## src/rtl/imem_loader_pkg.sv

```systemverilog
// Shared types for the instruction-memory loader: FSM states and byte-lane indexing.
package imem_loader_pkg;

    typedef enum logic [2:0] {
        IDLE,
        COLLECT,
        WRITE,
        FULL,
        DONE
    } state_e;

    localparam int unsigned BYTES_PER_WORD = 4;

    typedef logic [1:0] lane_t;

endpackage

```

## src/rtl/imem_loader_byte_packer.sv

```systemverilog
// Big-endian byte packer: lane 0 lands in bits [31:24]; a short final word is padded from FILL_WORD.
// Optional port aligned_o exists only when IMEM_LOADER_CKSUM_EN is defined.
module byte_packer
    import imem_loader_pkg::*;
#(
    parameter logic [31:0] FILL_WORD = 32'h0000_0000
) (
    input  logic        clk,
    input  logic        reset,
    input  logic        clear_i,
    input  logic        accept_i,
    input  logic [7:0]  data_i,
    input  logic        last_i,
    output logic [31:0] word_o,
    output logic        word_ready_o
`ifdef IMEM_LOADER_CKSUM_EN
    ,
    output logic        aligned_o
`endif
);

    lane_t       idx_q, idx_d;
    logic [31:0] pack_q, pack_d;
    logic        at_last_lane;

    assign at_last_lane = (idx_q == lane_t'(BYTES_PER_WORD - 1));

    always_comb begin
        pack_d       = pack_q;
        idx_d        = idx_q;
        word_ready_o = 1'b0;
        if (clear_i) begin
            idx_d = '0;
        end else if (accept_i) begin
            // Lanes after the current one are only overwritten when the image ends here.
            for (int unsigned lane = 0; lane < BYTES_PER_WORD; lane++) begin
                if (lane_t'(lane) == idx_q) begin
                    pack_d[(BYTES_PER_WORD - 1 - lane) * 8 +: 8] = data_i;
                end else if (last_i && (lane_t'(lane) > idx_q)) begin
                    pack_d[(BYTES_PER_WORD - 1 - lane) * 8 +: 8] =
                        FILL_WORD[(BYTES_PER_WORD - 1 - lane) * 8 +: 8];
                end
            end
            word_ready_o = at_last_lane || last_i;
            idx_d        = word_ready_o ? '0 : idx_q + 2'd1;
        end
    end

    // Expose the word including the byte accepted this cycle so the caller can latch it.
    assign word_o = pack_d;

`ifdef IMEM_LOADER_CKSUM_EN
    assign aligned_o = accept_i && at_last_lane;
`endif

    always_ff @(posedge clk or posedge reset) begin
        if (reset) begin
            idx_q  <= '0;
            pack_q <= '0;
        end else begin
            idx_q  <= idx_d;
            pack_q <= pack_d;
        end
    end

endmodule

```

## src/rtl/imem_loader.sv

```systemverilog
// Loads a byte-stream image into instruction memory, holding the core until the load completes.
// Define IMEM_LOADER_CKSUM_EN to treat the final aligned word as an XOR checksum (adds cksum_err).
module imem_loader
    import imem_loader_pkg::*;
#(
    parameter int unsigned ADDR_W    = 8,
    parameter logic [31:0] FILL_WORD = 32'h0000_0000
) (
    input  logic              clk,
    input  logic              reset,
    input  logic              start,
    input  logic              in_valid,
    input  logic [7:0]        in_data,
    input  logic              in_last,
    output logic              in_ready,
    output logic              imem_we,
    output logic [ADDR_W-1:0] imem_addr,
    output logic [31:0]       imem_wdata,
    output logic              cpu_hold,
    output logic              load_done,
    output logic              overflow,
    output logic [ADDR_W:0]   word_count
`ifdef IMEM_LOADER_CKSUM_EN
    ,
    output logic              cksum_err
`endif
);

    localparam logic [ADDR_W:0] CAPACITY = {1'b1, {ADDR_W{1'b0}}};

    state_e            state_q, state_d;
    logic [ADDR_W-1:0] addr_q, addr_d;
    logic [31:0]       wdata_q, wdata_d;
    logic [ADDR_W:0]   count_q, count_d, count_inc;
    logic              ovf_q, ovf_d;
`ifdef IMEM_LOADER_CKSUM_EN
    logic [31:0]       acc_q, acc_d;
    logic              err_q, err_d;
    logic              aligned;
`else
    logic              last_q, last_d;
`endif

    logic        accept;
    logic        start_load;
    logic        word_ready;
    logic [31:0] word;

    assign in_ready   = (state_q == COLLECT);
    assign accept     = in_valid && in_ready;
    assign start_load = start && ((state_q == IDLE) || (state_q == FULL) || (state_q == DONE));
    assign count_inc  = count_q + 1'b1;

    byte_packer #(
        .FILL_WORD(FILL_WORD)
    ) u_packer (
        .clk         (clk),
        .reset       (reset),
        .clear_i     (start_load),
        .accept_i    (accept),
        .data_i      (in_data),
        .last_i      (in_last),
        .word_o      (word),
        .word_ready_o(word_ready)
`ifdef IMEM_LOADER_CKSUM_EN
        ,
        .aligned_o   (aligned)
`endif
    );

    always_comb begin
        state_d   = state_q;
        addr_d    = addr_q;
        wdata_d   = wdata_q;
        count_d   = count_q;
        ovf_d     = ovf_q;
`ifdef IMEM_LOADER_CKSUM_EN
        acc_d     = acc_q;
        err_d     = err_q;
`else
        last_d    = last_q;
`endif
        imem_we   = 1'b0;
        load_done = 1'b0;
        cpu_hold  = 1'b1;

        case (state_q)
            IDLE: ;
            COLLECT: begin
                if (word_ready) begin
`ifdef IMEM_LOADER_CKSUM_EN
                    // The word closing the image is the checksum: compared, never written.
                    if (in_last) begin
                        state_d = DONE;
                        err_d   = !aligned || (word != acc_q);
                    end else begin
                        wdata_d = word;
                        state_d = WRITE;
                    end
`else
                    wdata_d = word;
                    last_d  = in_last;
                    state_d = WRITE;
`endif
                end
            end
            WRITE: begin
                imem_we = 1'b1;
                count_d = count_inc;
                // The address saturates on the final slot instead of wrapping to 0.
                if (count_inc != CAPACITY) begin
                    addr_d = addr_q + 1'b1;
                end
`ifdef IMEM_LOADER_CKSUM_EN
                acc_d   = acc_q ^ wdata_q;
                state_d = (count_inc == CAPACITY) ? FULL : COLLECT;
`else
                if (last_q) begin
                    state_d = DONE;
                end else if (count_inc == CAPACITY) begin
                    state_d = FULL;
                end else begin
                    state_d = COLLECT;
                end
`endif
            end
            FULL: begin
                if (in_valid) begin
                    ovf_d = 1'b1;
                end
            end
            DONE: begin
                load_done = 1'b1;
`ifdef IMEM_LOADER_CKSUM_EN
                cpu_hold  = err_q;
`else
                cpu_hold  = 1'b0;
`endif
            end
            default: state_d = IDLE;
        endcase

        if (start_load) begin
            state_d = COLLECT;
            count_d = '0;
            addr_d  = '0;
            ovf_d   = 1'b0;
`ifdef IMEM_LOADER_CKSUM_EN
            acc_d   = '0;
            err_d   = 1'b0;
`endif
        end
    end

    always_ff @(posedge clk or posedge reset) begin
        if (reset) begin
            state_q <= IDLE;
            addr_q  <= '0;
            wdata_q <= '0;
            count_q <= '0;
            ovf_q   <= 1'b0;
`ifdef IMEM_LOADER_CKSUM_EN
            acc_q   <= '0;
            err_q   <= 1'b0;
`else
            last_q  <= 1'b0;
`endif
        end else begin
            state_q <= state_d;
            addr_q  <= addr_d;
            wdata_q <= wdata_d;
            count_q <= count_d;
            ovf_q   <= ovf_d;
`ifdef IMEM_LOADER_CKSUM_EN
            acc_q   <= acc_d;
            err_q   <= err_d;
`else
            last_q  <= last_d;
`endif
        end
    end

    assign imem_addr  = addr_q;
    assign imem_wdata = wdata_q;
    assign overflow   = ovf_q;
    assign word_count = count_q;
`ifdef IMEM_LOADER_CKSUM_EN
    assign cksum_err  = err_q;
`endif

endmodule

```

## config.mk

```make
export PLATFORM = sky130hd
export DESIGN_NAME = imem_loader
export DESIGN_NICKNAME = d
export VERILOG_FILES = /design/src/rtl/imem_loader_pkg.sv /design/src/rtl/imem_loader_byte_packer.sv /design/src/rtl/imem_loader.sv
export SDC_FILE = /design/constraint.sdc
export NUM_CORES = 1
export LEC_CHECK = 0
export ABC_CLOCK_PERIOD_IN_PS = 3400
export CORE_ASPECT_RATIO = 1.1
export CORE_MARGIN = 2
export CORE_UTILIZATION = 45
export CTS_CLUSTER_DIAMETER = 40
export DETAILED_ROUTE_END_ITERATION = 8
export PLACE_DENSITY = 0.73
export SYNTH_ARGS = -nofsm -noshare
export SYNTH_HDL_FRONTEND = slang
export SYNTH_SLANG_ARGS = --single-unit
```

## constraint.sdc

```tcl
create_clock -name clk -period 3.4 [get_ports clk]
set_input_delay 0.85 -clock clk [delete_from_list [all_inputs] [get_ports clk]]
set_output_delay 0.85 -clock clk [all_outputs]
set_load 0.02 [all_outputs]
```

==> results.md, run 1 <==
| Metric | Reported |
|:---|:---|
| Outcome | complete, no violations |
| Worst clock skew | 12.71 ps |
| Global Route Usage Sum | 18.77% |
| Length of the first detailed-routing pass in iterations | 7 |
| Clk Tree Root Cell | sky130_fd_sc_hd__clkbuf_8 |
| Most frequently used cell type in the post-synthesis netlist | sky130_fd_sc_hd__dfrtp_1 |
| Worst slew pin tran | 721.6 ps |
| Clock tree from TritonCTS | done |
| LEAKAGE | 2.074 nW |
| Clock group share of total power | 21.1% |
| Number of cells on the critical path | 4 |
| TritonCTS buffer count | 9 |
| Sequential fraction of design power | 40.7% |
| Non-Filler Instances | 463 |
| Setup Crit Path Kind | flop to output port |
| Number of input and output port buffers inserted | 66 |
| First-pass GRT wire length | 12,340 µm |
| Post-synthesis area per instance | 12.40 µm² |
| Relative max-transition margin | 51.74% |
| Die H | 97.12 µm |
| Initial antenna violation count | 0 |
| Net count after synthesis | 307 |
| Power density over the cells | 773.1 nW/µm² |
| CP startpoint kind | flop |
| Type of the worst min-delay path | flop to flop |
| Deepest clock path buffer count | 2 |
| Final worst hold slack | 498.5 ps |
| Growth of design area from synthesis to finish | 27.44% |
| Number of nets at the end of the flow | 374 |
| Clock Latency Late Sink | 350 ps |
| Final hold violation count | 0 |
| Number of enable-type register cells in the synthesized netlist | 0 |
| Antenna-violating nets left | 0 |
| Aggregate global routing overflow | 0 |
| Fraction of registers with async set or reset after synthesis | 100.0% |
| DR WL/cell | 16.29 µm |
| Pin count of the biggest net entering global routing | 44 |
| Width of the die | 88.65 µm |
| Beginning of the worst register-to-register path | word_count[0] |
| Yosys top cell area share | 56.44% |
| Count of distinct cell types in the synthesized netlist | 53 |
| Post-synthesis instance area | 3547 µm² |
| Top cell types by occurrence after synthesis | sky130_fd_sc_hd__dfrtp_1, sky130_fd_sc_hd__mux2_2, sky130_fd_sc_hd__nand2_1 |
| Start point of the critical path | state_q[1] |
| Delay of the slowest cell on the worst path | 620 ps |
| Placer congestion estimate | 0.8386 |
| Synth warn | 0 |
| Maximum ir drop on the vdd rail | 0.4704 mV |
| Worst setup margin | 244.5 ps |
| Count of boundary I/O pins | 67 |
| Via count | 2,459 |
| Chain of cells forming the critical path | and2b_1, or2b_1, clkinv_1, clkdlybuf4s50_1 |
| Required @ worst endpoint | 2550 ps |
| Internal Pwr Total | 2.267 mW |
| Clock Pin Slew Worst Setup and Hold Paths | 90 ps |
| Switching share of power | 35.12% |
| Number of clock sinks | 80 |
| H-Tree Level Count | 3 |
| Initial standard-cell utilization of the core | 46.94% |
| HPWL after DPL | 5180 µm |
| Gate power share | 38.2% |
| Min cycle time layout | 3156 ps |
| Max-slew violation total from the final report | 0 |
| Top delay family on crit path | buffers and inverters |
| Area contributors post-synth | sky130_fd_sc_hd__dfrtp_1, sky130_fd_sc_hd__mux2_2, sky130_fd_sc_hd__a22o_1 |
| Via count of the first global-routing pass | 2,462 |
| CP max stage cell | sky130_fd_sc_hd__clkdlybuf4s50_1 |
| Worst R2R End | imem_addr[5] |
| Buffers inserted by post-CTS timing repair | 0 |
| Post-CTS Resized | 0 |
| Vias per std cell | 5.311 |
| Nature of the critical path endpoint | output port |
| Worst EP arrival | 2310 ps |
| Floorplan row count | 33 |
| Iter 0 DRT Violations | 90 |
| Total Neg Setup Slack | 0 ps |
| Die Area | 8609 µm² |
| Largest driver fanout on the critical path | 10 |
| Top FF cell, synth | sky130_fd_sc_hd__dfrtp_1 |
| Number of buffers inserted by hold repair at cts | 0 |
| Final number of setup-violating endpoints | 0 |
| Placed cells | 447 |
| Number of cell instances on the worst register-to-register path | 7 |
| CP Capture Point | imem_we |
| Post-Synthesis Cells | 286 |
| Fraction of layout cells with a size suffix above 1 | 18.99% |
| Share of the clock period used by the worst path | 92.81% |
| Post-layout instance area | 4521 µm² |
| Place WS | 630.3 ps |
| Post-detailed-route DRC marker count | 0 |
| Wire length after detailed routing | 7542 µm |
| Cell Area, Placed | 4309 µm² |
| Hold Crit Depth | 1 |
| Floorplan core area | 7556 µm² |
| Setup repair after global routing missed its margin | no |
| Maximum clock frequency | 316.9 MHz |
| Switching power | 1.227 mW |
| Count of max-cap constraint violations | 0 |
| Area leader, netlist | sky130_fd_sc_hd__dfrtp_1 |
| Share of the yosys chip area belonging to registers | 56.44% |
| Seq cells post-synth | 80 |
| Number of antenna cells inserted | 0 |
| R2R setup slack | 930 ps |
| CP Buf/Inv Count | 2 |
## power by group through the flow
stage / Sequential, mW / Clock [mW] / Combinational [mW]
6_report: 1.42 / 0.738 / 1.34
5_1_grt: 1.46 / 0.789 / 1.45
4_1_cts: 1.42 / 0.753 / 1.35
3_5_place_dp: 1.44 / 0 / 1.34
3_3_place_gp: 1.42 / 0 / 1.32
2_1_floorplan: 1.58 / 0 / 0.689
## how the worst min path moves through the flow
| stage | start | end | slack, ps |
|---|---|---|---|
| after global routing | imem_addr[6] | imem_addr[6] | 510 |
| after detailed placement | u_packer.pack_q[22] | u_packer.pack_q[22] | 480 |
| after CTS | u_packer.pack_q[30] | u_packer.pack_q[30] | 500 |
| final | u_packer.pack_q[26] | u_packer.pack_q[26] | 500 |
| after global placement | u_packer.pack_q[26] | u_packer.pack_q[26] | 480 |
| after floorplan | state_q[2] | state_q[1] | 460 |
## registers in the layout (all words and copies together), names as in the netlist
signal and cells:
state_q 3, u_packer.pack_q 24, last_q 1, word_count 9, u_packer.idx_q 2, overflow 1
imem_addr 8, imem_wdata 32
## area by class of cell
cell class	instances	area [µm²]
sequential	80	2002
fill	639	3035
timing repair buffer	69	695.7
multi-input combinational	185	1449
clock buffer	10	137.6
inverter	8	31.28
clock inverter	6	73.82
tap	105	131.4
## per-stage QoR
step	util [%]	power [mW]
floorplan	-	2.266
global placement	57.03	2.741
detailed placement	57.03	2.779
CTS	59.83	3.528
global route	59.83	3.699
finish	59.83	3.495
## cells in the final DEF (no fill, tap or decap), drive strengths merged, types with 3 or more instances in the layout
cell,synthesis,final
xnor2,3,3
inv,7,8
nand4,3,3
mux2i,4,4
clkbuf,7,10
a31oi,4,4
nand3,8,8
dfrtp,80,80
and2,3,3
nand3b,3,3
a22o,25,25
nand2,30,30
clkdlybuf4s50,0,66
ha,8,8
and3,8,8
nor2,11,11
mux2,33,33
clkinv,1,3
o21ai,15,15
buf,6,3
xor2,4,4
## cell families after synthesis
| group | count (synthesis) | share of synthesized area [%] |
|---|---|---|
| AO/OA/AOI/OAI | 57 | 12.20 |
| XOR/XNOR | 7 | 1.728 |
| adder cells (fa/ha/maj) | 8 | 2.822 |
| buffers and inverters | 21 | 2.716 |
| flip-flops | 80 | 56.44 |
| multiplexers | 37 | 11.71 |
| AND/OR/NAND/NOR | 76 | 12.38 |
## routing by layer
layer  vias to the layer above  part of all wire, %  GRT usage [%]
li1                       1159                    -              -
met1                      1231                   46          25.62
met2                        58                   47          28.19
met3                        11                  5.2          5.268
met4                         0                  1.7          7.459
met5                         -                    0              0
Note: power is estimated with default switching activity, not from simulation.
==> run 2, diff against run 1 <==
CORE_ASPECT_RATIO = unset   (was 1.1)
SETUP_SLACK_MARGIN = 0.5   (was unset)
==> run 2 against run 1 <==
Effect of this change: wire length is 1.4% lower; utilization is 1.1 points lower; worst hold slack worse by 3.6 ps; non-clock buffer count is 1 lower; sequential share of layout area is 0.11 points higher; register-to-register slack hardly changed; die area hardly changed; final cell count is 0.86% lower; sequential power hardly changed; fmax is 15% higher; largest cell class unchanged; highest routed layer unchanged.
==> results.md, run 2 (same netlist as run 1, synthesis figures left out) <==
| Metric | Reported |
|:---|:---|
| Iter 0 DRT Violations | 155 |
| Combined flip-flop and latch cell area | 2003 µm² |
| Post-detailed-route DRC marker count | 0 |
| Flip-flop count of the largest register, all copies and words added | 32 |
| CP startpoint kind | flop |
| Number of input and output port buffers inserted | 66 |
| LEAKAGE | 2.081 nW |
| Floorplan row count | 32 |
| Max-slew violation total from the final report | 0 |
| Met3 Routed Length | 511 µm |
| Placed cells | 443 |
| CP max stage cell | sky130_fd_sc_hd__clkdlybuf4s50_1 |
| Aggregate global routing overflow | 0 |
| TritonCTS buffer count | 9 |
| Initial antenna violation count | 0 |
| Nature of the critical path endpoint | output port |
| Delay of the slowest cell on the worst path | 610 ps |
| Relative max-transition margin | 53.28% |
| H-Tree Level Count | 3 |
| Clock group share of total power | 20.0% |
| Number of fillers in the final layout | 659 |
| Initial standard-cell utilization of the core | 46.14% |
| Maximum ir drop on the vdd rail | 0.4074 mV |
| Die Area | 8609 µm² |
| Clock tree from TritonCTS | done |
| Clk Tree Root Cell | sky130_fd_sc_hd__clkbuf_8 |
| Via count of the first global-routing pass | 2,450 |
| Vias per std cell | 5.403 |
| Total Neg Setup Slack | 0 ps |
| Setup repair after global routing missed its margin | no |
| Worst EP arrival | 1900 ps |
| Chain of cells forming the critical path | nor2_1, nand2_1, inv_1, clkdlybuf4s50_1 |
| Floorplan core area | 7687 µm² |
| DR WL/cell | 16.20 µm |
| Number of nets at the end of the flow | 373 |
| Width of the die | 92.79 µm |
| Outcome | complete, no violations |
| Total power of the final layout | 3.454 mW |
| DR WL met2 | 3571 µm |
| Internal Pwr Total | 2.249 mW |
| Power density over the cells | 765.4 nW/µm² |
| Min cycle time layout | 2754 ps |
| Share of the clock period used by the worst path | 81.00% |
| Length of the first detailed-routing pass in iterations | 5 |
| Top routing layer in use | met4 |
| Setup Crit Path Kind | flop to output port |
| Switching power | 1.204 mW |
| Met1 Routed Length | 3334 µm |
| Type of the worst min-delay path | flop to flop |
| Maximum clock frequency | 363.1 MHz |
| R2R setup slack | 940 ps |
| Required @ worst endpoint | 2550 ps |
| First-pass GRT wire length | 12,320 µm |
| Number of antenna cells inserted | 0 |
| Sequential fraction of design power | 41.0% |
| Wire length after detailed routing | 7438 µm |
| Via count | 2,480 |
| Switching share of power | 34.87% |
| Number of clock sinks | 80 |
| Count of boundary I/O pins | 67 |
| Non-Filler Instances | 459 |
| Placer congestion estimate | 0.8478 |
| Clock Pin Slew Worst Setup and Hold Paths | 90 ps |
| Most frequent standard cell in the layout excluding fill and tap cells | sky130_fd_sc_hd__dfrtp_1 |
| Fraction of the core area covered by cells at the end of the flow | 58.69% |
| Count of max-cap constraint violations | 0 |
| Final number of setup-violating endpoints | 0 |
| HPWL after DPL | 5038 µm |
| Gate power share | 39.1% |
| Clock Latency Late Sink | 350 ps |
| Worst slew pin tran | 698.6 ps |
| Area of the multi-input gates | 1453 µm² |
| Highest-count cells in the layout ignoring fill and taps | sky130_fd_sc_hd__dfrtp_1, sky130_fd_sc_hd__clkdlybuf4s50_1, sky130_fd_sc_hd__mux2_2, sky130_fd_sc_hd__nand2_1, sky130_fd_sc_hd__a22o_1 |
| Antenna-violating nets left | 0 |
| Deepest clock path buffer count | 2 |
| Die H | 92.79 µm |
| Largest driver fanout on the critical path | 9 |
| Fraction of layout cells with a size suffix above 1 | 19.33% |
| Global Route Usage Sum | 18.43% |
| Pin count of the biggest net entering global routing | 81 |
| Growth of design area from synthesis to finish | 27.20% |
| Worst clock skew | 13.84 ps |
| Final hold violation count | 0 |
==> run 2: final timing paths <==
| path | start | end | depth (start not counted) |
|---|---|---|---|
| worst max register to register | word_count[0] | imem_addr[5] | 7 |
| min in group asynchronous | reset | word_count[6] | 3 |
| max in group asynchronous | reset | state_q[1] | 3 |
| worst min register to register | u_packer.pack_q[27] | u_packer.pack_q[27] | 1 |
| worst min-delay path | u_packer.pack_q[27] | u_packer.pack_q[27] | 1 |
| worst max-delay path | state_q[0] | load_done | 4 |
==> run 2: metrics by stage <==
stage	setup slack [ps]	instance area [µm²]	hold WS (ps)
after floorplan	1330	3551	456.3
after global placement	676.3	4313	476.7
after detailed placement	632.1	4313	479.5
after CTS	624.5	4512	500.0
after global routing	503.8	4512	514.8
final	645.9	4512	494.9
==> run 2: power groups by stage <==
stage / Sequential, mW / Combinational, mW / Clock (mW)
floorplan: 1.58 / 0.689 / 0
global placement: 1.43 / 1.32 / 0
detailed placement: 1.43 / 1.36 / 0
CTS: 1.42 / 1.37 / 0.714
global route: 1.46 / 1.47 / 0.751
finish: 1.42 / 1.35 / 0.689
==> run 2: layout make-up <==
cell class / instances / share of cell area [%]
flip-flops and latches: 80 / 44.40
multi-input cells: 185 / 32.20
repair buffers: 68 / 15.50
clock buffers: 10 / 2.829
well taps: 102 / 2.829
clock inverters: 6 / 1.470
inverters: 8 / 0.7765
==> run 2: worst max-delay path, delay by kind of cell (launching register included) <==
kind / cells / cell delay [ps]
buffers and inverters: 2 / 700
DFF: 1 / 480
and+or+nand+nor: 2 / 390
==> run 2: layer usage <==
layer,vias to the layer above,GRT usage (%)
met5,-,0
met4,0,4.657
met3,2,7.404
met2,72,28.86
met1,1249,23.99
li1,1157,-
==> run 2: what timing repair did <==
action | 4_1_cts | 5_1_grt
setup endpoints to repair | 1 | 0
setup buffers | 0 | 0
hold buffers | 0 | 0
resized for setup | 4 | 0
==> run 3, diff against run 2 <==
ABC_CLOCK_PERIOD_IN_PS = 2800   (was 3400)
clock period = 2.8 ns   (was 3.4 ns; I/O delays follow)
==> run 3 against run 2 <==
Effect of this change: via count rose by 0.12%; non-clock buffer count rose by 5; wire length rose by 1.4%; sequential power rose by 22%; flip-flop and latch count did not move; global-route usage barely moved; worst hold slack barely moved; clock power rose by 27%; sequential share of layout area fell by 0.45 points; largest cell class unchanged; highest routed layer unchanged.
==> results.md, run 3 (same netlist as run 1, synthesis figures left out) <==
| Metric | Reported |
|:---|:---|
| Clock tree from TritonCTS | done |
| Switching power | 1.489 mW |
| Total Neg Setup Slack | 0 ps |
| Post-detailed-route DRC marker count | 0 |
| Worst EP arrival | 1530 ps |
| Wire length after detailed routing | 7539 µm |
| Worst slew pin tran | 656.8 ps |
| Maximum clock frequency | 449.0 MHz |
| Number of clock sinks | 80 |
| Growth of design area from synthesis to finish | 28.50% |
| Worst clock skew | 12.44 ps |
| Pin count of the biggest net entering global routing | 81 |
| Power density over the cells | 932.7 nW/µm² |
| First-pass GRT wire length | 12,360 µm |
| Number of antenna cells inserted | 0 |
| Iter 0 DRT Violations | 132 |
| Most frequent standard cell in the layout excluding fill and tap cells | sky130_fd_sc_hd__dfrtp_1 |
| Aggregate global routing overflow | 0 |
| Placer congestion estimate | 0.8157 |
| Setup Crit Path Kind | flop to output port |
| Cell Area, Placed | 4315 µm² |
| Number of fillers in the final layout | 652 |
| DR WL/cell | 16.25 µm |
| Fraction of layout cells with a size suffix above 1 | 21.27% |
| Via count of the first global-routing pass | 2,407 |
| Share of the clock period used by the worst path | 79.53% |
| Flip-flop count of the largest register, all copies and words added | 32 |
| Relative max-transition margin | 55.92% |
| Width of the die | 92.79 µm |
| Antenna-violating nets left | 0 |
| Clk Tree Root Cell | sky130_fd_sc_hd__clkbuf_8 |
| Max-slew violation total from the final report | 0 |
| H-Tree Level Count | 3 |
| Required @ worst endpoint | 2100 ps |
| Beginning of the worst register-to-register path | word_count[0] |
| Setup repair after global routing missed its margin | yes |
| Switching share of power | 35.01% |
| Gate power share | 38.8% |
| Min cycle time layout | 2227 ps |
| Top delay family on crit path | buffers and inverters |
| Placed cells | 445 |
| Number of nets at the end of the flow | 378 |
| TritonCTS buffer count | 9 |
| Vias per std cell | 5.351 |
| Chain of cells forming the critical path | clkdlybuf4s50_1 |
| CP startpoint kind | flop |
| Fraction of the core area covered by cells at the end of the flow | 59.29% |
| Clock Pin Slew Worst Setup and Hold Paths | 90 ps |
| Type of the worst min-delay path | flop to flop |
| Startpoint of the lowest-slack hold path | imem_addr[3] |
| Clock group share of total power | 20.5% |
| Total power of the final layout | 4.251 mW |
| Outcome | complete, no violations |
| Initial antenna violation count | 0 |
| Deepest clock path buffer count | 2 |
| Start point of the critical path | word_count[2] |
| Final number of setup-violating endpoints | 0 |
| Internal Pwr Total | 2.763 mW |
| Final hold violation count | 0 |
| Highest-count cells in the layout ignoring fill and taps | sky130_fd_sc_hd__dfrtp_1, sky130_fd_sc_hd__clkdlybuf4s50_1, sky130_fd_sc_hd__mux2_2, sky130_fd_sc_hd__nand2_1, sky130_fd_sc_hd__a22o_1 |
| Number of input and output port buffers inserted | 66 |
| Global Route Usage Sum | 18.39% |
| Via count | 2,483 |
| Die H | 92.79 µm |
| Delay of the slowest cell on the worst path | 660 ps |
| Nature of the critical path endpoint | output port |
| Floorplan row count | 32 |
| Length of the first detailed-routing pass in iterations | 4 |
| Clock Latency Late Sink | 350 ps |
| CP Buf/Inv Count | 1 |
| Non-Filler Instances | 464 |
| Largest driver fanout on the critical path | 8 |
| Count of max-cap constraint violations | 0 |
| Count of boundary I/O pins | 67 |
| HPWL after DPL | 4903 µm |
| Floorplan core area | 7687 µm² |
| LEAKAGE | 2.096 nW |
| Sequential fraction of design power | 40.7% |
| Post-layout instance area | 4558 µm² |
| Maximum ir drop on the vdd rail | 0.5281 mV |
| Number of buffers inserted by hold repair at cts | 0 |
| Initial standard-cell utilization of the core | 46.14% |
| CP max stage cell | sky130_fd_sc_hd__clkdlybuf4s50_1 |
| Die Area | 8609 µm² |
## run 3: changes by cell type in the layout (fill, tap and decap cells not counted), moves of 2 or more
cell / previous run / this run
sky130_fd_sc_hd__clkdlybuf4s50_1: 65 / 62
sky130_fd_sc_hd__clkbuf_2: 0 / 2
sky130_fd_sc_hd__clkinv_2: 3 / 0
sky130_fd_sc_hd__buf_4: 0 / 6
## run 3: power groups by stage
| stage | Combinational (mW) | Clock (mW) | Sequential, mW |
|---|---|---|---|
| floorplan | 0.836 | 0 | 1.92 |
| global placement | 1.60 | 0 | 1.74 |
| detailed placement | 1.64 | 0 | 1.74 |
| CTS | 1.64 | 0.897 | 1.73 |
| global route | 1.78 | 0.950 | 1.77 |
| finish | 1.65 | 0.873 | 1.73 |
## run 3: path summary, 6_finish.rpt
check,end,slack [ps],depth (start not counted)
min,imem_addr[3],490,1
max,word_count[2],570,1
min reg2reg,imem_addr[3],490,1
max in group asynchronous,u_packer.pack_q[22],1640,3
min in group asynchronous,word_count[4],790,3
max reg2reg,imem_addr[3],640,8
## run 3: cell type report
class	instances	area [µm²]	area share, %
sequential	80	2003	43.95
multi-input combinational	185	1474	32.34
timing repair buffer	73	714.4	15.67
clock buffer	11	141.4	3.102
tap	102	127.6	2.800
clock inverter	5	63.81	1.400
inverter	8	33.78	0.7411
## run 3: through the flow
stage	worst slack [ps]	hold WS, ps
floorplan	764.9	456.3
global placement	272.3	475.7
detailed placement	228.5	481.8
CTS	423.9	501.8
global route	490.6	512.1
finish	573.0	494.5
## run 3: timing repair
action,CTS,global route
pin swaps,0,2
gates resized for setup,7,8
cloned,0,0
setup buffers,0,3
hold endpoints to repair,0,0
endpoints found under the setup margin,10,15
## run 3: layer usage
layer | GRT usage (%) | part of all wire, % | up-vias
met5 | 0 | 0 | -
li1 | - | - | 1159
met2 | 28.44 | 48 | 69
met4 | 4.779 | 1.4 | 0
met3 | 6.184 | 6.1 | 9
met1 | 24.99 | 45 | 1246
